$ cat src/rtl/mod_n_pkg.sv
// Shared defaults for the mod-N counter and its event-capture consumer.
package mod_n_pkg;

    localparam int DEF_WIDTH   = 4;
    localparam int DEF_N       = 10;
    localparam int DEF_EPOCH_W = 8;
    localparam int DEF_DEPTH   = 4;

    // Occupancy needs one extra bit so a full FIFO can report DEPTH itself.
    function automatic int lvl_w(input int depth);
        return $clog2(depth) + 1;
    endfunction

endpackage

$ cat src/rtl/mod_n_capture_cap_fifo.sv
// Synchronous FIFO, power-of-2 depth, full/empty from pointers carrying one extra wrap bit.
module cap_fifo
    import mod_n_pkg::*;
#(
    parameter int DW    = 12,
    parameter int DEPTH = 4
) (
    input  logic                    clk,
    input  logic                    rst,
    input  logic                    push,
    input  logic                    pop,
    input  logic [DW-1:0]           wdata,
    output logic [DW-1:0]           rdata,
    output logic                    full,
    output logic                    empty,
    output logic [lvl_w(DEPTH)-1:0] level
);

    localparam int AW = $clog2(DEPTH);
    localparam logic [AW:0] PTR_ONE = (AW + 1)'(1);

    logic [AW:0]   wptr_q, wptr_d;
    logic [AW:0]   rptr_q, rptr_d;
    logic [AW:0]   level_q, level_d;
    logic [DW-1:0] mem_q [DEPTH];
    logic [DW-1:0] mem_d [DEPTH];

    always_comb begin
        wptr_d  = wptr_q;
        rptr_d  = rptr_q;
        level_d = level_q;
        mem_d   = mem_q;
        if (push) begin
            mem_d[wptr_q[AW-1:0]] = wdata;
            wptr_d = wptr_q + PTR_ONE;
        end
        if (pop) begin
            rptr_d = rptr_q + PTR_ONE;
        end
        case ({push, pop})
            2'b10:   level_d = level_q + PTR_ONE;
            2'b01:   level_d = level_q - PTR_ONE;
            default: level_d = level_q;
        endcase
    end

    always_ff @(posedge clk) begin
        if (rst) begin
            wptr_q  <= '0;
            rptr_q  <= '0;
            level_q <= '0;
        end else begin
            wptr_q  <= wptr_d;
            rptr_q  <= rptr_d;
            level_q <= level_d;
        end
    end

    // Storage is never reset; stale words are unreachable once the pointers are cleared.
    always_ff @(posedge clk) begin
        mem_q <= mem_d;
    end

    assign empty = (wptr_q == rptr_q);
    assign full  = (wptr_q[AW] != rptr_q[AW]) && (wptr_q[AW-1:0] == rptr_q[AW-1:0]);
    assign rdata = mem_q[rptr_q[AW-1:0]];
    assign level = level_q;

endmodule

$ cat src/rtl/mod_n_capture.sv
// Timestamps rising edges of evt with {wrap epoch, counter value} and queues them for readout.
module mod_n_capture
    import mod_n_pkg::*;
#(
    parameter int WIDTH   = DEF_WIDTH,
    parameter int N       = DEF_N,
    parameter int EPOCH_W = DEF_EPOCH_W,
    parameter int DEPTH   = DEF_DEPTH
) (
    input  logic                    clk,
    input  logic                    rst,
    input  logic                    cnt_en,
    input  logic [WIDTH-1:0]        count,
    input  logic                    evt,
    input  logic                    clr_ovf,
    output logic                    cap_valid,
    input  logic                    cap_ready,
    output logic [WIDTH-1:0]        cap_count,
    output logic [EPOCH_W-1:0]      cap_epoch,
    output logic [lvl_w(DEPTH)-1:0] cap_level,
    output logic                    ovf
);

    typedef struct packed {
        logic [EPOCH_W-1:0] epoch;
        logic [WIDTH-1:0]   count;
    } entry_t;

    localparam int ENTRY_W = $bits(entry_t);

    logic               evt_q, evt_d;
    logic [EPOCH_W-1:0] epoch_q, epoch_d;
    logic               ovf_q, ovf_d;

    logic   rise, wrap, push, pop, drop;
    logic   fifo_full, fifo_empty;
    entry_t wr_entry, head;

    always_comb begin
        rise     = evt & ~evt_q;
        wrap     = cnt_en && (count == WIDTH'(N - 1));
        pop      = ~fifo_empty & cap_ready;
        push     = rise & (~fifo_full | pop);
        drop     = rise & fifo_full & ~pop;
        wr_entry = '{epoch: epoch_q, count: count};

        evt_d   = evt;
        epoch_d = wrap ? epoch_q + EPOCH_W'(1) : epoch_q;
        // A drop in the same cycle as a clear must leave the flag set.
        if (drop) begin
            ovf_d = 1'b1;
        end else if (clr_ovf) begin
            ovf_d = 1'b0;
        end else begin
            ovf_d = ovf_q;
        end
    end

    // evt_q comes out of reset high so a level held across reset is not a rise.
    always_ff @(posedge clk) begin
        if (rst) begin
            evt_q   <= 1'b1;
            epoch_q <= '0;
            ovf_q   <= 1'b0;
        end else begin
            evt_q   <= evt_d;
            epoch_q <= epoch_d;
            ovf_q   <= ovf_d;
        end
    end

    cap_fifo #(
        .DW    (ENTRY_W),
        .DEPTH (DEPTH)
    ) u_fifo (
        .clk   (clk),
        .rst   (rst),
        .push  (push),
        .pop   (pop),
        .wdata (wr_entry),
        .rdata (head),
        .full  (fifo_full),
        .empty (fifo_empty),
        .level (cap_level)
    );

    assign cap_valid = ~fifo_empty;
    assign cap_count = cap_valid ? head.count : '0;
    assign cap_epoch = cap_valid ? head.epoch : '0;
    assign ovf       = ovf_q;

endmodule
$ cat config.mk
export PLATFORM = sky130hd
export DESIGN_NAME = mod_n_capture
export DESIGN_NICKNAME = d
export VERILOG_FILES = /design/src/rtl/mod_n_pkg.sv /design/src/rtl/mod_n_capture_cap_fifo.sv /design/src/rtl/mod_n_capture.sv
export SDC_FILE = /design/constraint.sdc
export NUM_CORES = 1
export LEC_CHECK = 0
export CAP_MARGIN = 20
export CELL_PAD_IN_SITES_DETAIL_PLACEMENT = 1
export CELL_PAD_IN_SITES_GLOBAL_PLACEMENT = 1
export CORE_MARGIN = 2
export CORE_UTILIZATION = 47
export DETAILED_ROUTE_END_ITERATION = 7
export DONT_BUFFER_PORTS = 1
export PLACE_DENSITY_LB_ADDON = 0.3
export SYNTH_ARGS = -nofsm -noshare
export SYNTH_HDL_FRONTEND = slang
export SYNTH_SLANG_ARGS = --single-unit
export TNS_END_PERCENT = 10
$ cat constraint.sdc
create_clock -name clk -period 2.6 [get_ports clk]
set_input_delay 0.78 -clock clk [delete_from_list [all_inputs] [get_ports clk]]
set_output_delay 0.78 -clock clk [all_outputs]
set_load 0.02 [all_outputs]
## Yosys cells after proc, flatten, opt, wreduce, memory -nomap -nowiden

Cells that the tools add are included.

- Register bits after elaboration: 67
- Bits of input ports: 10
- Output and inout port bits: 17
- Word-level logic and storage cells: 52

- Add/subtract/negate cells: 5
- Magnitude comparators: 3
- Equal/unequal tests: 6
- Multiplexer cells: 11
- Bitwise operators: 12
- Reductions and logical operators: 5

Operator list:

| kind | number |
|---|---|
| bitwise mux 48 bit | 1 |
| 2-to-1 mux 12 bit | 3 |
| binary-select mux 12 bit (select 2 bit) | 1 |
| demux 12 bit (select 2 bit) | 1 |
| adder 3 x 1 -> 3 bit (second input constant) | 3 |
| adder 8 x 1 -> 8 bit (second input constant) | 1 |
| 2-to-1 mux 8 bit | 1 |
| greater-or-equal comparator 3 bit (second input constant) | 2 |
| NOT 2 -> 3 bit | 2 |
| one-hot mux 3 bit (2 select lines) | 1 |
| AND 1 bit | 5 |
| equality test 4 bit (second input constant) | 1 |
| 2-to-1 mux 4 bit | 1 |
| NOT 1 bit | 4 |
| nonzero test 2 bit | 2 |
| equality test 3 bit | 1 |
| logical AND 1 bit | 3 |
| < comparator 3 x 1 -> 1 bit (second input constant) | 1 |
| subtractor 3 x 1 -> 3 bit (second input constant) | 1 |
| equality test 2 x 1 -> 1 bit (second input constant) | 1 |
| equality test 2 bit | 1 |
| equality test 2 bit (second input constant) | 1 |
| 2-to-1 mux 1 bit | 2 |
| inequality test 1 bit | 1 |
| bitwise OR 1 bit | 1 |

## Logic depth before layout (Yosys ltp)

- Word-level depth: 7
- Gate-level depth with buffers: 10
- Gate-level depth less buffers: 9

## Hierarchy

A second synthesis with hierarchy kept.

- Cell total of the unflattened synthesis: 187
- Area, all modules: 2,845.2 µm²

By module, submodules not included:

| module | times used | cells an instance | area each (µm²) |
|---|---|---|---|
| cap_fifo | 1 | 118 | 2,260.9 |
| mod_n_capture | 1 | 69 | 584.3 |

## Worst setup path after synthesis

OpenSTA, ideal clock, no wires.

- Kind: input to register
- Start: input cap_ready
- End: register u_fifo.level_q[2], in the netlist u_fifo.level[2]
- Arrival time: 2.525 ns
- Required time: 2.529 ns
- Path slack: 0.004 ns
- Stages: 8
- Buffers on the path: 0
- Cell sequence: o41a_4 -> inv_2 -> ha_1 -> inv_1 -> fa_1 -> xor2_1 -> or3_1 -> a21oi_1

- Longest elaborated chain between the ends: 5
- Elaborated cells on any way between the ends: 7
- Those cells by class: eq/ne: 2; mux: 1; bitwise: 3; reduce/logical: 1

RTL lines:

| item | line | RTL |
|---|---|---|
| start, declared | mod_n_capture.sv:17 | `input logic cap_ready,` |
| AND 1 bit * | mod_n_capture.sv:42 | `pop = ~fifo_empty & cap_ready;` |
| bitwise OR 1 bit | mod_n_capture.sv:43 | `push = rise & (~fifo_full \| pop);` |
| AND 1 bit | mod_n_capture.sv:43 |  |
| equality test 2 x 1 -> 1 bit / equality test 2 bit (equally long branches) | mod_n_capture_cap_fifo.sv:40 | `case ({push, pop})` |
| one-hot mux 3 bit (2 select lines) / nonzero test 2 bit (equally long branches) | -- |  |
| end signal, assigned | mod_n_capture_cap_fifo.sv:55 | `level_q <= level_d;` |
| end, declared | mod_n_capture_cap_fifo.sv:24 | `logic [AW:0] level_q, level_d;` |

Every way passes the cells marked *; elsewhere a longest branch is shown, timed or not.
A chain may end at the register's enable or synchronous reset.

## Worst setup path in the final report

- Start: register u_fifo.rptr_q[0]
- End: output cap_count[0]

- Longest elaborated chain between the ends: 5
- Elaborated cells on any way between the ends: 6
- Those cells by class: eq/ne: 1; mux: 4; bitwise: 1

RTL lines:

| item | line | RTL |
|---|---|---|
| start, declared | mod_n_capture_cap_fifo.sv:23 | `logic [AW:0] rptr_q, rptr_d;` |
| start signal, assigned | mod_n_capture_cap_fifo.sv:54 | `rptr_q <= rptr_d;` |
| NOT 2 -> 3 bit (not written as such) | mod_n_capture_cap_fifo.sv:66 | `assign rdata = mem_q[rptr_q[AW-1:0]];` |
| binary-select mux 12 bit (select 2 bit) | mod_n_capture_cap_fifo.sv:66 |  |
| 2-to-1 mux 12 bit (not written as such) (2 in series) | mod_n_capture_cap_fifo.sv:66 |  |
| 2-to-1 mux 4 bit * | mod_n_capture.sv:88 | `assign cap_count = cap_valid ? head.count : '0;` |
| end, declared | mod_n_capture.sv:18 | `output logic [WIDTH-1:0] cap_count,` |

Every way passes the cells marked *; elsewhere a longest branch is shown, timed or not. The select of a mux whose other input is x is not followed.

==> metrics.cfg <==
[layout]
nets = 234
final_cell_mix = 48 x edfxtp_1, 23 x buf_4, 16 x dfxtp_1, 14 x nor2b_1, 14 x nor2_1
fillCellCount = 583
areaGrowthSynthToFinish_pct = 14.8
diodes = 0
layout-drive-gt1-share = 0.281
multi_input_area_um2 = 931
fin_util = 0.552
seqCellArea_um2 = 1830
layout_commonest_cell = edfxtp_1
design_area_um2 = 3250

[power_and_ir_drop]
power.leakage_nw = 1.13
power_density_nw_per_um2 = 649
pwr-share-comb = 0.098
power.switching_mw = 0.516
pwr-share-clk = 0.347
ir_worst_vdd_mv = 0.308
swShare = 0.245
p_int_mw = 1.59
seq_power_share = 0.554

[worst_setup_path]
critPathMaxFanout = 13
critPathArrivalTime_ns = 1.74
worstSetupPathType = reg2out
rr_endpoint = u_fifo.level[2]
crit_path_end_kind = output port
rrSetupSlack_ns = 0.19
reg2reg_depth = 9
crit_start = u_fifo.rptr_q[0]
crit_path_start_kind = flop
reg2reg_from = u_fifo.wptr_q[1]
crit_required_ns = 1.82

[timing]
fmaxAchievable_mhz = 397
max_slew_margin = 0.731
slew_violations = 0
fin_crit_ns = 2.52
setup_viol = 0
hold_viol = 0
clock_skew_ns = 0.00700
timing.hold.ws_ns = 0.496
min_period_over_period = 0.968
tightest_slew_ns = 0.402
rsz0062_at_grt = yes

[floorplan]
die-area_um2 = 6660
initial_utilization = 0.481
core-area_um2 = 5890
die_x_um = 81.6
rows = 28
die_h_um = 81.6
io_pins = 27

[outcome]
status = completed

[worst_hold_path]
hp-class = in2reg
min_to = u_fifo.wptr_q[1]
min-delay-start = rst
min_path_cells = 1

[routing]
first_pass_iters = 4
viasPerCell = 5.23
drt-initial-drc-count = 82
wl_per_cell_um = 18.8
drc = 0
dr_total_vias = 1547
ant_nets = 0
drt_wl_total_mm = 5.56

[cts]
numCtsBuffers = 9
h-tree-depth = 3
path_clk_slew_ns = 0.07
clk_path_buf_depth = 2
cts.sinks = 67
hold_buffers = 0
tritoncts = built
clk-insertion-delay-late_ns = 0.33
cts_root_buffer = clkbuf_8

[yosys]
synth_fp_nets = 205
synth-main-ff-cell = edfxtp_1
ys_seq_elements = 67
synthCells = 187
synthArstFlopShare = 0
syn_avg_cell_area_um2 = 15.1
ys_warn_count = 0
syn-cell-area_um2 = 2830
yosysUniqueCellTypes = 38
synth_seq_area_share = 0.644
synth_edf_count = 48

[global_routing]
grt_usage = 0.192
first_global_vias = 1656
antenna_found_initial = 0
grt_pass1_wl_mm = 8.87
grt_overflow = 0
grt_max_degree = 21

[job]
cap_viol_max_count = 0

[placement]
dp_hpwl_mm = 3.78
port_buffers = 0
place_area_um2 = 3060
place_congestion = 0.743

## flip-flops by register name (all words and copies together) (netlist names)
signal         cells
epoch_q            8
u_fifo.rptr_q      3
u_fifo.mem_q      48
evt_q              1
ovf                1
u_fifo.level       3
u_fifo.wptr_q      3
## kinds of logic (layout without fill, tap and decap cells)
family                     after synthesis  in the layout  share of synthesized area
and+or+nand+nor                         56             56                      0.107
adders and majority gates                8              8                     0.0380
buffers and inverters                   15             49                     0.0248
xor gates and xnor gates                13             13                     0.0455
muxes                                   13             13                      0.103
DFF                                     67             67                      0.644
AOI/OAI and AO/OA                       15             15                     0.0376
## cells in the mapped netlist (all sizes together), types with 4 or more instances
master / number / share of area
nor2: 14 / 0.019
buf: 5 / 0.011
dfxtp: 19 / 0.13
mux4: 12 / 0.099
and2: 4 / 0.0097
nand2: 7 / 0.0093
nor2b: 14 / 0.031
xnor2: 7 / 0.022
edfxtp: 48 / 0.51
inv: 9 / 0.012
xor2: 6 / 0.024
o21ai: 5 / 0.010
a21oi: 8 / 0.015
ha: 7 / 0.031
## worst max-delay path, cell delays in order, from the launching register on
cell and delay [ns]:
dfxtp_4 0.38, buf_12 0.16, mux4_1 0.57, nor2b_1 0.15, buf_4 0.15
## how the worst max path moves through the flow
| stage | end | slack (ns) |
|---|---|---|
| 6_report | cap_count[0] | 0.08 |
| 5_1_grt | cap_count[0] | -0.002 |
| 4_1_cts | cap_epoch[7] | 0.02 |
| 3_5_place_dp | u_fifo.level[2] | -0.06 |
| 3_3_place_gp | u_fifo.level[2] | 0.03 |
| 2_1_floorplan | u_fifo.level[2] | 0.004 |
## per-stage QoR
| stage | setup TNS [ns] | worst slack, ns | instances | power (mW) |
|---|---|---|---|---|
| after global routing | -0.00245 | -0.00245 | 296 | 2.19 |
| after floorplan | 0 | 0.00422 | 187 | 1.33 |
| after detailed placement | -0.0563 | -0.0563 | 279 | 1.39 |
| after global placement | 0 | 0.0277 | 279 | 1.38 |
| after CTS | 0 | 0.0159 | 296 | 2.13 |
| final | 0 | 0.0834 | 296 | 2.11 |
## power by group through the flow
| stage | logic (mW) | registers [mW] | clock network, mW |
|---|---|---|---|
| after floorplan | 0.144 | 1.19 | 0 |
| after global placement | 0.194 | 1.19 | 0 |
| after detailed placement | 0.204 | 1.19 | 0 |
| after CTS | 0.211 | 1.17 | 0.753 |
| after global routing | 0.229 | 1.17 | 0.796 |
| final | 0.207 | 1.17 | 0.731 |
## layer usage
| layer | GRT usage | up-vias | part of all wire |
|---|---|---|---|
| met2 | 0.332 | 28 | 0.54 |
| li1 | - | 744 | - |
| met4 | 0.0850 | 0 | 0.013 |
| met1 | 0.226 | 770 | 0.41 |
| met3 | 0.0495 | 5 | 0.037 |
| met5 | 0 | - | 0 |
## cell type report
| class | count | area share |
|---|---|---|
| Clock inverter | 7 | 0.0139 |
| Timing Repair Buffer | 24 | 0.0593 |
| Multi-Input combinational cell | 105 | 0.287 |
| Sequential cell | 67 | 0.563 |
| Inverter | 9 | 0.0104 |
| Clock buffer | 9 | 0.0381 |
| Tap cell | 75 | 0.0289 |
## timing repair
item	4_1_cts	5_1_grt
buffers inserted	1	0
endpoints found under the setup margin	12	14
hold endpoints to repair	0	0
gates resized for setup	5	4
No activity file was read; power rests on OpenSTA's default activity.
